`src/rtl/mkio_pkg.sv`:
```
// MKIO word encoder shared definitions: sync patterns, frame size, FSM encoding.
// Latency: n/a (constants and types only).
// Backpressure: n/a.
package mkio_pkg;

  localparam logic [5:0] SYNC_CMD          = 6'b111000;
  localparam logic [5:0] SYNC_DATA         = 6'b000111;
  localparam int         HALFBITS_PER_WORD = 40;

  localparam logic [0:0] ST_IDLE = 1'b0;
  localparam logic [0:0] ST_SEND = 1'b1;

  // One word as presented to the transmitter: sync type plus payload
  typedef struct packed {
    logic        sync;
    logic [15:0] data;
  } word_t;

endpackage

```
`src/rtl/mkio_frame_build.sv`:
```
// Expands {sync, data} into the 40 half-bit Manchester-II frame, hb[39] sent first.
// Latency: combinational.
// Backpressure: none.
module mkio_frame_build
  import mkio_pkg::*;
(
  input  word_t                          word,
  output logic [HALFBITS_PER_WORD-1:0]   frame
);

  // Sync pattern, Manchester data pairs MSB first, then odd parity pair
  always_comb begin
    frame = '0;
    frame[HALFBITS_PER_WORD-1 -: 6] = word.sync ? SYNC_CMD : SYNC_DATA;
    for (int i = 0; i < 16; i++) begin
      frame[2*i+3] = word.data[i];
      frame[2*i+2] = ~word.data[i];
    end
    frame[1] = ~(^word.data);
    frame[0] = ^word.data;
  end

endmodule

```
`src/rtl/mkio_word_encoder.sv`:
```
// MIL-STD-1553B Manchester-II word transmitter with a one-word holding register.
// Latency: word accepted at cycle N drives its first half-bit from cycle N+1; frames abut with no gap.
// Backpressure: tx_ready low while the holding register is occupied; tx_start is ignored then.
module mkio_word_encoder
  import mkio_pkg::*;
#(
  parameter int CLK_PER_HALFBIT = 16
) (
  input  logic        clk,
  input  logic        reset,
  input  logic        tx_start,
  input  logic        tx_sync,
  input  logic [15:0] tx_data,
  input  logic        tx_abort,
  output logic        tx_ready,
  output logic        tx_busy,
  output logic        tx_done,
  output logic        DO1,
  output logic        DO0,
  output logic        TX_INHIBIT
);

  localparam int              DW       = $clog2(CLK_PER_HALFBIT);
  localparam logic [DW-1:0]   DIV_LAST = DW'(CLK_PER_HALFBIT - 1);
  localparam logic [DW-1:0]   DIV_PRE  = DW'(CLK_PER_HALFBIT - 2);
  localparam logic [5:0]      HB_LAST  = 6'(HALFBITS_PER_WORD - 1);

  logic [0:0]                          state;
  logic [DW-1:0]                       div_cnt;
  logic [5:0]                          hb_cnt;
  logic [HALFBITS_PER_WORD-2:0]        shreg;
  logic                                hold_vld;
  word_t                               hold_q;
  word_t                               build_src;
  logic [HALFBITS_PER_WORD-1:0]        build_frame;
  logic                                accept;
  logic                                hb_end;
  logic                                frame_end;
  logic                                done_next;
  logic                                load;

  // The builder sees the held word if there is one, otherwise the live inputs (bypass)
  mkio_frame_build u_frame_build (
    .word  (build_src),
    .frame (build_frame)
  );

  // Handshake, half-bit / frame boundaries and shifter load decision
  always_comb begin
    accept    = tx_start && tx_ready;
    hb_end    = (state == ST_SEND) && (div_cnt == DIV_LAST);
    frame_end = hb_end && (hb_cnt == HB_LAST);
    done_next = (state == ST_SEND) && (hb_cnt == HB_LAST) && (div_cnt == DIV_PRE);
    build_src = hold_vld ? hold_q : word_t'({tx_sync, tx_data});
    load      = ((state == ST_IDLE) && accept) || (frame_end && (hold_vld || accept));
  end

  // FSM, counters, shifter, holding register and registered line outputs
  always_ff @(posedge clk or negedge reset) begin
    if (!reset) begin
      state      <= ST_IDLE;
      div_cnt    <= '0;
      hb_cnt     <= '0;
      shreg      <= '0;
      hold_vld   <= 1'b0;
      hold_q     <= '0;
      tx_ready   <= 1'b1;
      tx_busy    <= 1'b0;
      tx_done    <= 1'b0;
      DO1        <= 1'b0;
      DO0        <= 1'b0;
      TX_INHIBIT <= 1'b1;
    end else if (tx_abort) begin
      state      <= ST_IDLE;
      div_cnt    <= '0;
      hb_cnt     <= '0;
      shreg      <= '0;
      hold_vld   <= 1'b0;
      tx_ready   <= 1'b1;
      tx_busy    <= 1'b0;
      tx_done    <= 1'b0;
      DO1        <= 1'b0;
      DO0        <= 1'b0;
      TX_INHIBIT <= 1'b1;
    end else begin
      tx_done <= done_next;
      if (load) begin
        // New frame starts next clk; hold (if it was the source) is now free
        state      <= ST_SEND;
        tx_busy    <= 1'b1;
        div_cnt    <= '0;
        hb_cnt     <= '0;
        shreg      <= build_frame[HALFBITS_PER_WORD-2:0];
        DO1        <= build_frame[HALFBITS_PER_WORD-1];
        DO0        <= ~build_frame[HALFBITS_PER_WORD-1];
        TX_INHIBIT <= 1'b0;
        hold_vld   <= 1'b0;
        tx_ready   <= 1'b1;
      end else if (frame_end) begin
        state      <= ST_IDLE;
        tx_busy    <= 1'b0;
        div_cnt    <= '0;
        hb_cnt     <= '0;
        DO1        <= 1'b0;
        DO0        <= 1'b0;
        TX_INHIBIT <= 1'b1;
      end else if (state == ST_SEND) begin
        if (accept) begin
          hold_q   <= word_t'({tx_sync, tx_data});
          hold_vld <= 1'b1;
          tx_ready <= 1'b0;
        end
        if (hb_end) begin
          div_cnt <= '0;
          hb_cnt  <= hb_cnt + 6'd1;
          DO1     <= shreg[HALFBITS_PER_WORD-2];
          DO0     <= ~shreg[HALFBITS_PER_WORD-2];
          shreg   <= {shreg[HALFBITS_PER_WORD-3:0], 1'b0};
        end else begin
          div_cnt <= div_cnt + 1'b1;
        end
      end
    end
  end

endmodule

```
`config.mk`:
```
export PLATFORM = sky130hd
export DESIGN_NAME = mkio_word_encoder
export DESIGN_NICKNAME = d
export VERILOG_FILES = /design/src/rtl/mkio_pkg.sv /design/src/rtl/mkio_frame_build.sv /design/src/rtl/mkio_word_encoder.sv
export SDC_FILE = /design/constraint.sdc
export NUM_CORES = 1
export LEC_CHECK = 0
export CAP_MARGIN = 15
export CORE_UTILIZATION = 40
export DETAILED_ROUTE_END_ITERATION = 8
export PLACE_DENSITY = 0.57
export SYNTH_ARGS = -nofsm -noshare
export SYNTH_HDL_FRONTEND = slang
export SYNTH_HIERARCHICAL = 1
export SYNTH_SLANG_ARGS = --single-unit
```
`constraint.sdc`:
```
create_clock -name clk -period 3.6 [get_ports clk]
set_input_delay 0.54 -clock clk [delete_from_list [all_inputs] [get_ports clk]]
set_output_delay 0.54 -clock clk [all_outputs]
set_load 0.005 [all_outputs]
```
# After elaboration in Yosys (flattened, before gate mapping)
# Index checks and enable logic that the tools add are counted.
# Widths: inputs -> output; s select.
[word_totals]
reg_bits = 73
inputBits = 21
output_inout_bits = 6
word_cells = 105
[classes]
n_addsub = 2
eq_ne = 4
mux = 44
bitwise_logic = 23
reduce_logical = 20
[ops]
columns = ["cell", "n"]
rows = [
  ["$mux 39", 5],
  ["$mux 6", 6],
  ["$mux 1", 27],
  ["$not 1->1", 23],
  ["$mux 4", 5],
  ["$mux 17", 1],
  ["$reduce_xor 16->1", 1],
  ["$reduce_bool 3->1", 4],
  ["$eq 4x4->1 const B", 2],
  ["$reduce_bool 4->1", 2],
  ["$logic_and 1x1->1", 7],
  ["$add 6x1->6 const B", 1],
  ["$eq 6x6->1 const B", 1],
  ["$reduce_and 3->1", 2],
  ["$reduce_and 5->1", 1],
  ["$add 4x1->4 const B", 1],
  ["$ne 3x2->1 const B", 1],
  ["$logic_or 1x1->1", 2],
  ["$reduce_and 2->1", 1],
]

# Depth between registers and ports, before layout
[logic_depth]
depth_word = 7
depth_mapped = 9
mapped_depth_nobuf = 7

# By module
# The synthesis kept the hierarchy.
[modules_own_cells]
columns = ["module", "instances", "cells_each", "area_per_inst_um2", "seq_area_each_um2"]
rows = [
  ["mkio_word_encoder", 1, 276, 3604.7, 1829.3],
  ["mkio_frame_build", 1, 54, 361.6, 0.0],
]

# Least setup slack after synthesis
# Ideal clock, no wire load.
[synth_path]
path_type = "flip-flop to flip-flop"
start = "register hold_vld"
end = "register shreg[1]"
setup_time_ps = 125
arrival_time_ps = 2492
t_required_ps = 3475
slack_ps = 983
stages_incl_launch_ff = 10
n_path_buf = 2
period_less_slack_ps = 2617
path_cell_list = "dfrtp_1 clkbuf_1 buf_1 mux2_2 xor2_1 xnor2_1 xnor2_1 xor2_1 a22o_1 mux2_2"
[synth_rtl]
columns = ["element", "line", "rtl"]
rows = [
  ["from (decl)", "mkio_word_encoder.sv:32", "logic hold_vld;"],
  ["from (signal assigned)", "mkio_word_encoder.sv:65", "hold_vld <= 1'b0;"],
  ["from (signal assigned)", "mkio_word_encoder.sv:78", "hold_vld <= 1'b0;"],
  ["from (signal assigned)", "mkio_word_encoder.sv:97", "hold_vld <= 1'b0;"],
  ["to (signal assigned)", "mkio_word_encoder.sv:93", "shreg <= build_frame[HALFBITS_PER_WORD-2:0];"],
  ["to (signal assigned)", "mkio_word_encoder.sv:118", "shreg <= {shreg[HALFBITS_PER_WORD-3:0], 1'b0};"],
  ["to (decl)", "mkio_word_encoder.sv:31", "logic [HALFBITS_PER_WORD-2:0] shreg;"],
]

# Worst setup path in the final report
[layout_path]
start = "register hb_cnt[3]"
end = "register shreg[26]"
[layout_between]
elab_chain_len = 6
word_cells_on_any_way = 10
cone_classes = "eq/ne: 2; mux: 2; reduce/logical: 6"
[layout_lines]
columns = ["element", "line", "rtl"]
rows = [
  ["from (decl)", "mkio_word_encoder.sv:30", "logic [5:0] hb_cnt;"],
  ["from (signal assigned)", "mkio_word_encoder.sv:115", "hb_cnt <= hb_cnt + 6'd1;"],
  ["$eq 6x6->1 (*)", "mkio_word_encoder.sv:52", "frame_end = hb_end && (hb_cnt == HB_LAST);"],
  ["$logic_and 1x1->1 (*)", "mkio_word_encoder.sv:52", ""],
  ["$logic_and 1x1->1", "mkio_word_encoder.sv:55", "load = ((state == ST_IDLE) && accept) || (frame_end && (hold_vld || accept));"],
  ["$logic_or 1x1->1", "mkio_word_encoder.sv:55", ""],
  ["$ne 3x2->1 (no line) (tied with other cells)", "--", ""],
  ["$reduce_and 3->1 (no line) / $mux 39 (equally long branches)", "--", ""],
]
# Every way passes the cells marked *; elsewhere a longest branch is shown, timed or not.
# A chain may end at the register's enable or synchronous reset.

==> metrics <==
routed wl met2 3.136 mm; Yosys warnings 6; CP arrival 3.32 ns; worst path required time 3.84 ns; fin cells 468; Setup CP Type reg -> reg; Residual DRC 0; syn nets 354; Critical Path Sink Type flop; Die Span Y 101.6 um; Root Driver clkbuf_8; Final Skew 0.01307 ns; fmax 0.3248 GHz; num ports 27; dpl ws 0.4522 ns; routability cong. 0.8029; Via Count 2397; top routing layer in use met4; Yosys top cell by area dfrtp_1; Clock Power Share 33.2%; final setup TNS 0 ns; GRT Total Usage 15.50%; post-cts sizing count 0; first-pass GRT wire length 12.23 mm; CTS buffer count 9; slowest cell delay on critical path 0.89 ns; Internal 1.779 mW; total power 2.425 mW; mapped cell area 3966 um2; Area contributors post-synth dfrtp_1 45%, mux2_2 18%, a22o_1 8.6%; Seq pwr share 44.2%; routed length on met3 288 um; most common library cells after synthesis 71 x dfrtp_1, 63 x mux2_2, 39 x a22o_1, 23 x buf_4; ANT cells 0; initial antenna violation count 0; Metal-1 WL 3.615 mm; Seq/Total Area, Yosys 46.12%; Sw Ratio 26.63%; post-layout util 46.99%; WL final 7.126 mm; critical-path cell list or3b_4 -> or2_1 -> mux2_4 -> o21ai_4 -> buf_4 -> mux2_4; max-cap violation count 0; Reg clk slew, reported paths 0.09 ns; unrepaired setup endpoints after global routing false; Final ANT Viol Nets 0; synthesized instance count 330; largest net degree at the start of global routing 74; startpoint class of the critical path flop; R2R setup slack 0.52 ns; hold_ws 0.3218 ns; Post-CTS Setup Inserts 0; clock latency on the worst-skew pair 0.35 ns; Die Width 101.6 um; Placed Area 4172 um2; Slew @ Worst Pin 1.138 ns; Core Area 9415 um2; Placed Cells 452; syn_area_per_cell 12.02 um2; drt pass-1 iters 4; cell with the most instances after synthesis dfrtp_1; minimum clock period 3.078 ns; clock sink count 73; final worst-path cycle share 85.51%; Port Buffer Count 26; LEAKAGE 1.995 nW; cts hold-fix bufs 0; Rel. slew slack 23.85%; Die ar. 10320 um2; vias in the first global route 2438; CTS tree built; Post-synth EDFFs 0; switching power 645.9 uW; Initial Util 42.13%; via-per-instance ratio 5.122; drt initial violations 99; #FFs+latches synth 73; Synth async-reset ratio 100.0%; power density cells 548.2 nW/um2; DP HPWL 4.433 mm; total gr overflow 0; crit path max-delay cell type o21ai_4; ys flop type dfrtp_1; Worst IR Drop VDD 0.2618 mV; Top cell by count, worst path mux2_4; Netlist cell types 44; Hold Crit Class in -> async; Longest Clk Path Bufs 2; Layout area overhead 11.55%; share of cells above drive strength 1 30.68%; logic gate share of total power 22.6%; design area 4424 um2; Final #Nets 358; final hold violation count 0; number of placement rows 35; min setup slack post-route 0.5216 ns; status completed; Slew Limit Fails 0; CTS H-tree lvls 3; Synth top area share 44.79%; endpoints failing setup 0; crit path max fanout 34; DR WL/cell 15.23 um
==> layout make-up <==
class | count | area (um2)
Fill cell | 865 | 4991
Sequential cell | 73 | 1829
Multi-Input combinational cell | 199 | 1807
Timing Repair Buffer | 32 | 302.8
Tap cell | 129 | 161.4
Clock buffer | 10 | 137.6
Clock inverter | 6 | 115.1
Inverter | 19 | 71.32
==> power by group through the flow <==
stage | sequential, mW | combinational, mW | clock [mW]
global placement | 1.08 | 0.543 | 0
detailed placement | 1.09 | 0.555 | 0
finish | 1.07 | 0.548 | 0.804
global route | 1.10 | 0.606 | 0.864
CTS | 1.07 | 0.557 | 0.830
floorplan | 1.05 | 0.488 | 0
==> path summary, 6_finish.rpt <==
| path | start | to | cells after the start |
|---|---|---|---|
| setup / recovery | hb_cnt[3] | shreg[26] | 6 |
| hold reg to reg | hold_q[4] | hold_q[4] | 1 |
| min in group clk | hold_q[4] | hold_q[4] | 1 |
| max in group asynchronous | reset | shreg[12] | 1 |
| hold / removal | reset | tx_done | 1 |
| setup reg to reg | hb_cnt[3] | shreg[26] | 6 |
==> flip-flops by register name, summed over array words and instances, names as in the netlist <==
name        cells
TX_INHIBIT      1
state           1
DO0             1
DO1             1
tx_done         1
div_cnt         4
hb_cnt          6
tx_ready        1
hold_q         17
hold_vld        1
shreg          39
==> cells by family after synthesis <==
kind of cell / count (synthesis) / synth area share (%)
flip-flops: 73 / 46.12
adder cells (fa/ha/maj): 3 / 0.9465
buffers and inverters: 58 / 8.391
AND/OR/NAND/NOR: 46 / 5.994
multiplexers: 74 / 21.92
AO/OA/AOI/OAI: 54 / 11.77
XOR/XNOR: 22 / 4.858
==> layer usage <==
metal | GRT usage, % | up-vias
li1 | - | 1157
met1 | 21.52 | 1178
met2 | 23.28 | 53
met3 | 3.796 | 9
met4 | 6.020 | 0
met5 | 0 | -
==> layout by cell type, fill, tap and decap left out, types with 2 or more instances in the layout <==
cell	netlist	final
ha_1	3	3
and4_1	2	2
clkdlybuf4s50_1	0	25
a21oi_1	4	4
clkinv_4	0	2
nor2_1	15	14
mux2_2	63	63
nand3_1	5	5
dfstp_2	2	2
nand2_1	7	7
bufinv_16	0	3
dfrtp_1	71	71
inv_1	19	19
xnor2_1	19	19
mux2_4	10	10
xor2_1	3	3
clkbuf_8	0	10
nand4_1	2	2
nand2b_1	2	2
nor3_1	4	4
buf_4	23	7
a22o_1	39	39
==> worst max-delay path: cells and delay by family, from the launching register on <==
family	cells	cell delay, ns
DFF	1	0.41
muxes	2	0.64
AOI/OAI and AO/OA	1	0.89
buffers and inverters	1	0.33
and+or+nand+nor	2	0.71
(Power assumes the default switching activity.)
